### src/rtl/fp_wb_scoreboard.sv
// FP register file controller: round-robin arbitration of result sources onto the single
// register-file write port, plus a 32-entry busy scoreboard that stalls issue on RAW/WAW hazards.
module fp_wb_scoreboard #(
   parameter int NUM_WB = 3,
   parameter int DATA_W = 32
) (
   input  logic                     clk_i,
   input  logic                     rst_ni,
   input  logic                     issue_valid_i,
   input  logic [4:0]               issue_rd_i,
   input  logic                     issue_rd_we_i,
   input  logic [14:0]              issue_rs_i,
   input  logic [2:0]               issue_rs_used_i,
   output logic                     issue_stall_o,
   input  logic [NUM_WB-1:0]        wb_valid_i,
   input  logic [NUM_WB*5-1:0]      wb_rd_i,
   input  logic [NUM_WB*DATA_W-1:0] wb_data_i,
   output logic [NUM_WB-1:0]        wb_ready_o,
   output logic                     Fregwrite_o,
   output logic [4:0]               FRd_o,
   output logic [DATA_W-1:0]        writeback_data_o,
   output logic [31:0]              busy_o
);
   localparam int PTR_W = $clog2(NUM_WB);
   localparam logic [PTR_W:0] NUM_WB_W = (PTR_W+1)'(NUM_WB);

   // Handshake: a requester raises wb_valid_i[n] and holds wb_rd_i/wb_data_i stable until
   // wb_ready_o[n] is seen high; the result is taken on that same rising edge.

   logic [PTR_W-1:0]  ptr_q;
   logic [31:0]       busy_q;
   logic [31:0]       busy_d;
   logic              rs_hit;
   logic              grant_any;
   logic [PTR_W-1:0]  grant_idx;
   logic [PTR_W:0]    sum;
   logic [PTR_W-1:0]  cand;
   logic [4:0]        wb_rd_arr   [NUM_WB];
   logic [DATA_W-1:0] wb_data_arr [NUM_WB];
   logic [4:0]        rs_arr      [3];

   for (genvar g = 0; g < NUM_WB; g++) begin : g_wb_unpack
      assign wb_rd_arr[g]   = wb_rd_i[g*5 +: 5];
      assign wb_data_arr[g] = wb_data_i[g*DATA_W +: DATA_W];
   end

   for (genvar k = 0; k < 3; k++) begin : g_rs_unpack
      assign rs_arr[k] = issue_rs_i[k*5 +: 5];
   end

   always_comb begin
      rs_hit = 1'b0;
      for (int k = 0; k < 3; k++) begin
         if (issue_rs_used_i[k] && busy_q[rs_arr[k]]) rs_hit = 1'b1;
      end
      issue_stall_o = issue_valid_i & (rs_hit | (issue_rd_we_i & busy_q[issue_rd_i]));
   end

   // Search starts one past the last winner, so the previous winner is checked last.
   always_comb begin
      grant_any  = 1'b0;
      grant_idx  = ptr_q;
      wb_ready_o = '0;
      sum        = '0;
      cand       = '0;
      for (int i = 1; i <= NUM_WB; i++) begin
         sum = {1'b0, ptr_q} + (PTR_W+1)'(i);
         if (sum >= NUM_WB_W) sum = sum - NUM_WB_W;
         cand = sum[PTR_W-1:0];
         if (!grant_any && wb_valid_i[cand]) begin
            grant_any = 1'b1;
            grant_idx = cand;
         end
      end
      if (grant_any) wb_ready_o[grant_idx] = 1'b1;
   end

   // Set is applied after clear so a same-cycle collision leaves the bit set.
   always_comb begin
      busy_d = busy_q;
      if (Fregwrite_o) busy_d[FRd_o] = 1'b0;
      if (issue_valid_i && !issue_stall_o && issue_rd_we_i) busy_d[issue_rd_i] = 1'b1;
   end

   always_ff @(posedge clk_i or negedge rst_ni) begin
      if (!rst_ni) begin
         busy_q           <= '0;
         ptr_q            <= PTR_W'(NUM_WB - 1);
         Fregwrite_o      <= 1'b0;
         FRd_o            <= '0;
         writeback_data_o <= '0;
      end else begin
         busy_q      <= busy_d;
         Fregwrite_o <= grant_any;
         if (grant_any) begin
            FRd_o            <= wb_rd_arr[grant_idx];
            writeback_data_o <= wb_data_arr[grant_idx];
            ptr_q            <= grant_idx;
         end
      end
   end

   assign busy_o = busy_q;

endmodule

### config.mk
export PLATFORM = sky130hd
export DESIGN_NAME = fp_wb_scoreboard
export DESIGN_NICKNAME = d
export VERILOG_FILES = /design/src/rtl/fp_wb_scoreboard.sv
export SDC_FILE = /design/constraint.sdc
export NUM_CORES = 1
export LEC_CHECK = 0
export CAP_MARGIN = 30
export CORE_MARGIN = 3
export CORE_UTILIZATION = 48
export DETAILED_ROUTE_END_ITERATION = 10
export GPL_TIMING_DRIVEN = 0
export PLACE_DENSITY = 0.95
export SETUP_SLACK_MARGIN = 0.2
export SLEW_MARGIN = 5
export SYNTH_ARGS = -nofsm -noshare
export SYNTH_HDL_FRONTEND = slang
export SYNTH_SLANG_ARGS = --single-unit
### constraint.sdc
create_clock -name clk_i -period 6.3 [get_ports clk_i]
set_clock_uncertainty 0.05 [all_clocks]
set_input_delay 0.63 -clock clk_i [delete_from_list [all_inputs] [get_ports clk_i]]
set_output_delay 0.63 -clock clk_i [all_outputs]
set_load 0.005 [all_outputs]
# [Yosys cells after proc, flatten, opt, wreduce, memory -nomap -nowiden]
# Index checks and enable logic that the tools add are counted.
# Widths: inputs -> output; s select.
[op_classes] n_reduce_logical=13 bitwise=7 mux=41 order_cmp=16 n_addsub=6
[ops] operator="$mux 32" count=4
[ops] operator="$bmux 32 s2" count=1
[ops] operator="$and 32x32->32" count=1
[ops] operator="$not 32->32" count=1
[ops] operator="$or 32x32->32" count=1
[ops] operator="$lt 5x6->1 const B" count=5
[ops] operator="$bmux 1 s5" count=4
[ops] operator="$mux 1" count=16
[ops] operator="$lt 2x3->1 const B" count=4
[ops] operator="$mux 2" count=6
[ops] operator="$bmux 5 s2" count=1
[ops] operator="$demux 1 s5" count=2
[ops] operator="$ge 5x1->1 const B" count=2
[ops] operator="$logic_and 1x1->1" count=10
[ops] operator="$mux 5" count=2
[ops] operator="$ge 3x2->1 const B" count=3
[ops] operator="$add 2x2->3 const B" count=2
[ops] operator="$bmux 1 s2" count=3
[ops] operator="$sub 2x2->2 const B" count=3
[ops] operator="$add 2x1->3 const B" count=1
[ops] operator="$ge 3x3->1 const B" count=1
[ops] operator="$logic_not 1->1" count=3
[ops] operator="$mux 3" count=1
[ops] operator="$not 2->3" count=1
[ops] operator="other kinds (4)" count=5
[totals] output_inout_bits=74 reg_bits=72 elab_cells=88 input_bits=141

# [Longest topological paths before layout]
[logic_depth] word_depth=17 ltp_mapped=12 depth_no_buf=9

# [Worst setup path before layout]
# No wires, ideal clock.
[synth_timing] path_kind="input to output" start="in issue_rd_i[1]" end="out issue_stall_o" path_buffers=3 t_arrival_ns=2.509 stages=9 setup_slack_ns=3.111 t_required_ns=5.620 path_cell_list="buf_2 > buf_2 > mux2i_1 > o221ai_1 > a22o_1 > o41ai_1 > nand3_2 > buf_6 > and2_1"
[synth_via] elab_chain_len=5
[synth_rtl] item="start, declared" line_no="10" text="input logic [4:0] issue_rd_i,"
[synth_rtl] item="$bmux 1 s5" line_no="56" text="issue_stall_o = issue_valid_i & (rs_hit | (issue_rd_we_i & busy_q[issue_rd_i]));"
[synth_rtl] item="$mux 1 (not written as such)" line_no="56"
[synth_rtl] item="$and 1x1->1" line_no="56"
[synth_rtl] item="$or 1x1->1" line_no="56"
[synth_rtl] item="$and 1x1->1" line_no="56"
[synth_rtl] item="end, declared" line_no="14" text="output logic issue_stall_o,"
# Every way passes these cells. The select of a mux whose other input is x is not followed.

# [Worst setup path after layout]
[layout_timing] start="reg ptr_q[0]" end="out wb_ready_o[1]"
[layout_via] elab_chain_len=17 elab_cells_between_ends=34 classes_between="6 x add/sub; 5 x order compare; 18 x mux; 5 x reduce/logical"
[layout_rtl] item="start, declared" line_no="30" text="logic [PTR_W-1:0] ptr_q;"
[layout_rtl] item="start signal, assigned" line_no="88" text="ptr_q <= PTR_W'(NUM_WB - 1);"
[layout_rtl] item="start signal, assigned" line_no="98" text="ptr_q <= grant_idx;"
[layout_rtl] item="$add 2x1->3" line_no="67" text="sum = {1'b0, ptr_q} + (PTR_W+1)'(i);"
[layout_rtl] item="$ge 3x2->1 or $sub 2x2->2 (tied branches)" line_no="68" text="if (sum >= NUM_WB_W) sum = sum - NUM_WB_W;"
[layout_rtl] item="$mux 2" line_no="68"
[layout_rtl] item="$bmux 1 s2" line_no="70" text="if (!grant_any && wb_valid_i[cand]) begin"
[layout_rtl] item="$mux 1 (not written as such)" line_no="70"
[layout_rtl] item="$mux 1" line_no="70"
[layout_rtl] item="$logic_not 1->1" line_no="70"
[layout_rtl] item="$logic_and 1x1->1" line_no="70"
[layout_rtl] item="$mux 1" line_no="70"
[layout_rtl] item="$logic_not 1->1" line_no="70"
[layout_rtl] item="$logic_and 1x1->1" line_no="70"
[layout_rtl] item="$mux 2" line_no="70"
[layout_rtl] item="$lt 2x3->1 (not written as such) or $ge 2x1->1 (tied branches)" line_no="75" text="if (grant_any) wb_ready_o[grant_idx] = 1'b1;"
[layout_rtl] item="$logic_and 1x1->1 (not written as such)" line_no="75"
[layout_rtl] item="$mux 1 (not written as such)" line_no="75"
[layout_rtl] item="$demux 1 s2" line_no="75"
[layout_rtl] item="$mux 3 *" line_no="75"
[layout_rtl] item="end, declared" line_no="18" text="output logic [NUM_WB-1:0] wb_ready_o,"
# Mark *: on every way between the ends. The rest lies on a longest branch, timed or not. The select of a mux whose other input is x is not followed.

==> flow_summary.html <==
<table>
<tr><th>Metric</th><th>Value</th></tr>
<tr><th colspan="2">Timing</th></tr>
<tr><td>Final worst-path cycle share</td><td>73.8%</td></tr>
<tr><td>Setup TNS</td><td>0 ps</td></tr>
<tr><td>Number of failing hold endpoints at the final stage</td><td>0</td></tr>
<tr><td>Worst slew margin relative to its limit</td><td>47.1%</td></tr>
<tr><td>Highest attainable clock frequency</td><td>215 MHz</td></tr>
<tr><td>Setup repair after global routing missed its margin</td><td>false</td></tr>
<tr><td>Shortest period the worst path allows</td><td>4650 ps</td></tr>
<tr><td>Slew Limit Fails</td><td>0</td></tr>
<tr><td>Tightest Pin Transition</td><td>787 ps</td></tr>
<tr><td>Final-report setup violation count</td><td>0</td></tr>
<tr><th colspan="2">Finish</th></tr>
<tr><td>Area overhead of the layout relative to synthesis</td><td>46.1%</td></tr>
<tr><td>Diode count</td><td>0</td></tr>
<tr><td>Fraction of final layout cells with drive strength greater than 1</td><td>8.58%</td></tr>
<tr><td>Final Non-Filler Cells</td><td>940</td></tr>
<tr><td>Fillers</td><td>716</td></tr>
<tr><td>Nets</td><td>943</td></tr>
<tr><td>Post-route cell area</td><td>7840 sq um</td></tr>
<tr><th colspan="2">Critical path</th></tr>
<tr><td>Kind of end point of the critical path</td><td>output pin</td></tr>
<tr><td>Crit path required time</td><td>5620 ps</td></tr>
<tr><td>Crit Path Class</td><td>reg2out</td></tr>
<tr><td>Worst path arrival time</td><td>3970 ps</td></tr>
<tr><td>CP peak stage delay</td><td>530 ps</td></tr>
<tr><td>Critical path buffer and inverter count</td><td>5</td></tr>
<tr><td>Maximum fanout count along the critical path</td><td>10</td></tr>
<tr><td>Startpoint type of the worst setup path</td><td>flip-flop</td></tr>
<tr><td>Cell-by-cell listing of the critical path</td><td>inv_1 -&gt; ha_1 -&gt; and2_1 -&gt; a221oi_1 -&gt; o221ai_2 -&gt; a21oi_1 -&gt; buf_2 -&gt; inv_1 -&gt; buf_2 -&gt; nor3_1 -&gt; clkdlybuf4s50_1</td></tr>
<tr><td>Library cell contributing the largest single delay on the critical path</td><td>sky130_fd_sc_hd__clkdlybuf4s50_1</td></tr>
<tr><td>Top Family by Delay on Critical Path</td><td>buffers and inverters</td></tr>
<tr><th colspan="2">Synth</th></tr>
<tr><td>Yosys warns</td><td>0</td></tr>
<tr><td>Largest area contributor in the synthesized netlist</td><td>sky130_fd_sc_hd__dfrtp_1</td></tr>
<tr><td>Seq/Total Area, Yosys</td><td>33.6%</td></tr>
<tr><td>Top cell type's share of synthesized area</td><td>33.1%</td></tr>
<tr><td>Syn Inst Count</td><td>583</td></tr>
<tr><td>Proportion of synthesized flip-flops having asynchronous set or reset</td><td>100%</td></tr>
<tr><td>Post-synthesis cell type count</td><td>56</td></tr>
<tr><td>Count of flip-flops with a built-in enable after synthesis</td><td>0</td></tr>
<tr><td>Syn Std Cell Area</td><td>5370 sq um</td></tr>
<tr><td>Number of nets produced by synthesis</td><td>727</td></tr>
<tr><td>Yosys reg bits</td><td>72</td></tr>
<tr><td>Average footprint of a synthesized cell</td><td>9.21 sq um</td></tr>
<tr><td>Cell types with the largest area share after synthesis</td><td>sky130_fd_sc_hd__dfrtp_1, sky130_fd_sc_hd__mux2i_1, sky130_fd_sc_hd__mux4_2, sky130_fd_sc_hd__o21ai_0, sky130_fd_sc_hd__o221ai_1</td></tr>
<tr><td>Main synth FF type</td><td>sky130_fd_sc_hd__dfrtp_1</td></tr>
<tr><th colspan="2">Power and ir drop</th></tr>
<tr><td>Areal power density over the cells</td><td>538 nW/um^2</td></tr>
<tr><td>Static leakage power</td><td>3.17 nW</td></tr>
<tr><td>VDD IR-drop max</td><td>0.000395 V</td></tr>
<tr><td>Total power</td><td>0.00422 W</td></tr>
<tr><th colspan="2">Floorplanning</th></tr>
<tr><td>Chip Height</td><td>112 microns</td></tr>
<tr><td>Initial Util</td><td>50.6%</td></tr>
<tr><td>Die extent in x</td><td>112 microns</td></tr>
<tr><td>Site row count</td><td>37</td></tr>
<tr><td>Total I/O pin count</td><td>215</td></tr>
<tr><td>Floorplan core area</td><td>10600 sq um</td></tr>
<tr><td>Total Die Area</td><td>12500 sq um</td></tr>
<tr><th colspan="2">GRT</th></tr>
<tr><td>Wire length of the first global-routing pass</td><td>32.0 mm</td></tr>
<tr><td>All-layer global routing usage</td><td>31.9%</td></tr>
<tr><td>Largest net degree at the start of global routing</td><td>72</td></tr>
<tr><td>Vias in the first global route</td><td>6135</td></tr>
<tr><td>Antenna violations before repair</td><td>0</td></tr>
<tr><td>Overall overflow remaining after global route</td><td>0</td></tr>
<tr><th colspan="2">Run status</th></tr>
<tr><td>Outcome</td><td>finished clean</td></tr>
<tr><th colspan="2">Clocking</th></tr>
<tr><td>Post-CTS clock slew at the launch and capture registers of the worst setup and hold paths</td><td>70 ps</td></tr>
<tr><td>Sink count of the clock tree</td><td>72</td></tr>
<tr><td>Clk Tree Root Cell</td><td>sky130_fd_sc_hd__clkbuf_8</td></tr>
<tr><td>Clock tree from TritonCTS</td><td>done</td></tr>
<tr><td>Worst-skew pair later-pin latency</td><td>350 ps</td></tr>
<tr><td>CTS-repair resized insts</td><td>0</td></tr>
<tr><td>Post-CTS repair timing setup buffer count</td><td>0</td></tr>
<tr><td>CTS Buf Count</td><td>9</td></tr>
<tr><td>Total number of H-tree levels</td><td>3</td></tr>
<tr><td>Max Root-Sink Buffers</td><td>2</td></tr>
<tr><th colspan="2">Detailed routing</th></tr>
<tr><td>Post-DR wirelength/cell</td><td>21.4 microns</td></tr>
<tr><td>Vias per inst</td><td>6.33</td></tr>
<tr><td>Number of remaining DRC errors</td><td>0</td></tr>
<tr><td>Remaining number of nets flagged by the antenna check after routing</td><td>0</td></tr>
<tr><td>Detailed router's first-iteration violation count</td><td>536</td></tr>
<tr><td>Vias after detailed routing</td><td>5948</td></tr>
<tr><td>Number of optimization iterations in the first detailed-route pass</td><td>5</td></tr>
<tr><td>Final WL</td><td>20.1 mm</td></tr>
<tr><th colspan="2">Run</th></tr>
<tr><td>MaxCap Viol Count</td><td>0</td></tr>
<tr><th colspan="2">Placement</th></tr>
<tr><td>Total of buffers placed on input and output ports</td><td>203</td></tr>
<tr><td>Final GP Congestion</td><td>0.974</td></tr>
<tr><td>Post-place instance area</td><td>7590 sq um</td></tr>
<tr><td>Cell Count Post-Placement</td><td>923</td></tr>
<tr><td>Placed wire-length estimate</td><td>15.9 mm</td></tr>
<tr><th colspan="2">Worst hold path</th></tr>
<tr><td>Type of the most critical hold path</td><td>reg2reg</td></tr>
</table>
==> worst paths after layout <==
kind | end | start | slack [ps] | cells after the start
max in group asynchronous | ptr_q[1] | rst_ni | 5080 | 3
min reg2reg | writeback_data_o[30] | writeback_data_o[30] | 460 | 2
max | wb_ready_o[1] | ptr_q[0] | 1650 | 11
min | writeback_data_o[30] | writeback_data_o[30] | 460 | 2
max reg2reg | writeback_data_o[12] | ptr_q[0] | 2810 | 10
min in group asynchronous | writeback_data_o[12] | rst_ni | 550 | 2
==> Yosys cell counts (all sizes together), types with 17 or more instances <==
master,n
dfrtp,71
o21ai,68
nand2,60
mux2i,42
inv,39
clkbuf,36
o221ai,34
a21boi,28
mux4,22
buf,17
nand3,17
nor2,17
==> area by class of cell <==
| type | instances | area, sq um | area share, % |
|---|---|---|---|
| plain buffers | 53 | 231 | 2.95 |
| well taps | 136 | 170 | 2.17 |
| clock inverters | 4 | 73.8 | 0.941 |
| inverters | 40 | 150 | 1.91 |
| multi-input cells | 418 | 3180 | 40.6 |
| clock buffers | 12 | 165 | 2.11 |
| flip-flops and latches | 72 | 1800 | 23.0 |
| repair buffers | 205 | 2070 | 26.4 |
==> per-layer routing <==
metal	share of wire (%)	track usage (%)	vias up	wire, microns
li1	-	-	2622	-
met1	37	37.9	2862	7450
met2	50	54.7	400	9980
met3	9.2	7.66	64	1860
met4	4.2	14.4	0	841
met5	0	0	-	0
==> metrics by stage <==
step | hold WS (ps) | setup WS, ps | utilization (%)
2_1_floorplan | 284 | 3110 | -
3_3_place_gp | 422 | 1950 | 71.4
3_5_place_dp | 379 | 1820 | 71.6
4_1_cts | 2.36 | 1720 | 73.9
5_1_grt | 469 | 1410 | 74.0
6_report | 456 | 1650 | 74.0
==> power by group <==
group	internal, W	switching (W)
Clock	0.000256	0.000180
Sequential	0.000727	0.000295
Combinational	0.00132	0.00144
Total	0.00231	0.00191
==> kinds of logic after synthesis <==
family,Yosys count,share of synthesized area [%]
AND/OR/NAND/NOR,152,14.3
AO/OA/AOI/OAI,192,25.4
flip-flops,72,33.6
multiplexers,71,18.9
adder cells (fa/ha/maj),3,0.699
buffers and inverters,93,7.11
==> state kept, by name, indices dropped and copies added (netlist names) <==
signal / cells
Fregwrite_o: 1
busy_o: 32
FRd_o: 5
writeback_data_o: 32
ptr_q: 2
==> layout by cell type, fill, tap and decap left out, types with 10 or more instances in the layout <==
cell type	Yosys	final
sky130_fd_sc_hd__clkdlybuf4s50_1	0	202
sky130_fd_sc_hd__dfrtp_1	71	71
sky130_fd_sc_hd__o21ai_0	68	68
sky130_fd_sc_hd__nand2_1	60	60
sky130_fd_sc_hd__mux2i_1	42	42
sky130_fd_sc_hd__inv_1	39	39
sky130_fd_sc_hd__clkbuf_1	35	35
sky130_fd_sc_hd__o221ai_1	33	33
sky130_fd_sc_hd__a21boi_0	28	28
sky130_fd_sc_hd__mux4_2	17	17
sky130_fd_sc_hd__nor2_1	17	17
sky130_fd_sc_hd__nand3_1	16	16
sky130_fd_sc_hd__buf_2	13	13
sky130_fd_sc_hd__clkbuf_8	0	12
sky130_fd_sc_hd__a31oi_1	11	11
sky130_fd_sc_hd__a2bb2oi_1	10	10
sky130_fd_sc_hd__and3_1	10	10
==> tightest hold or removal path, delay by kind of cell (launching register included) <==
| kind | cells | cell delay (ps) |
|---|---|---|
| simple gates | 1 | 60 |
| compound gates | 1 | 60 |
| flops | 1 | 350 |
==> what timing repair did <==
| action | 4_1_cts | 5_1_grt |
|---|---|---|
| endpoints found under the hold margin | 0 | 1 |
| endpoints found under the setup margin | 0 | 0 |
| hold buffers | 0 | 1 |
Note: power is estimated with default switching activity, not from simulation.
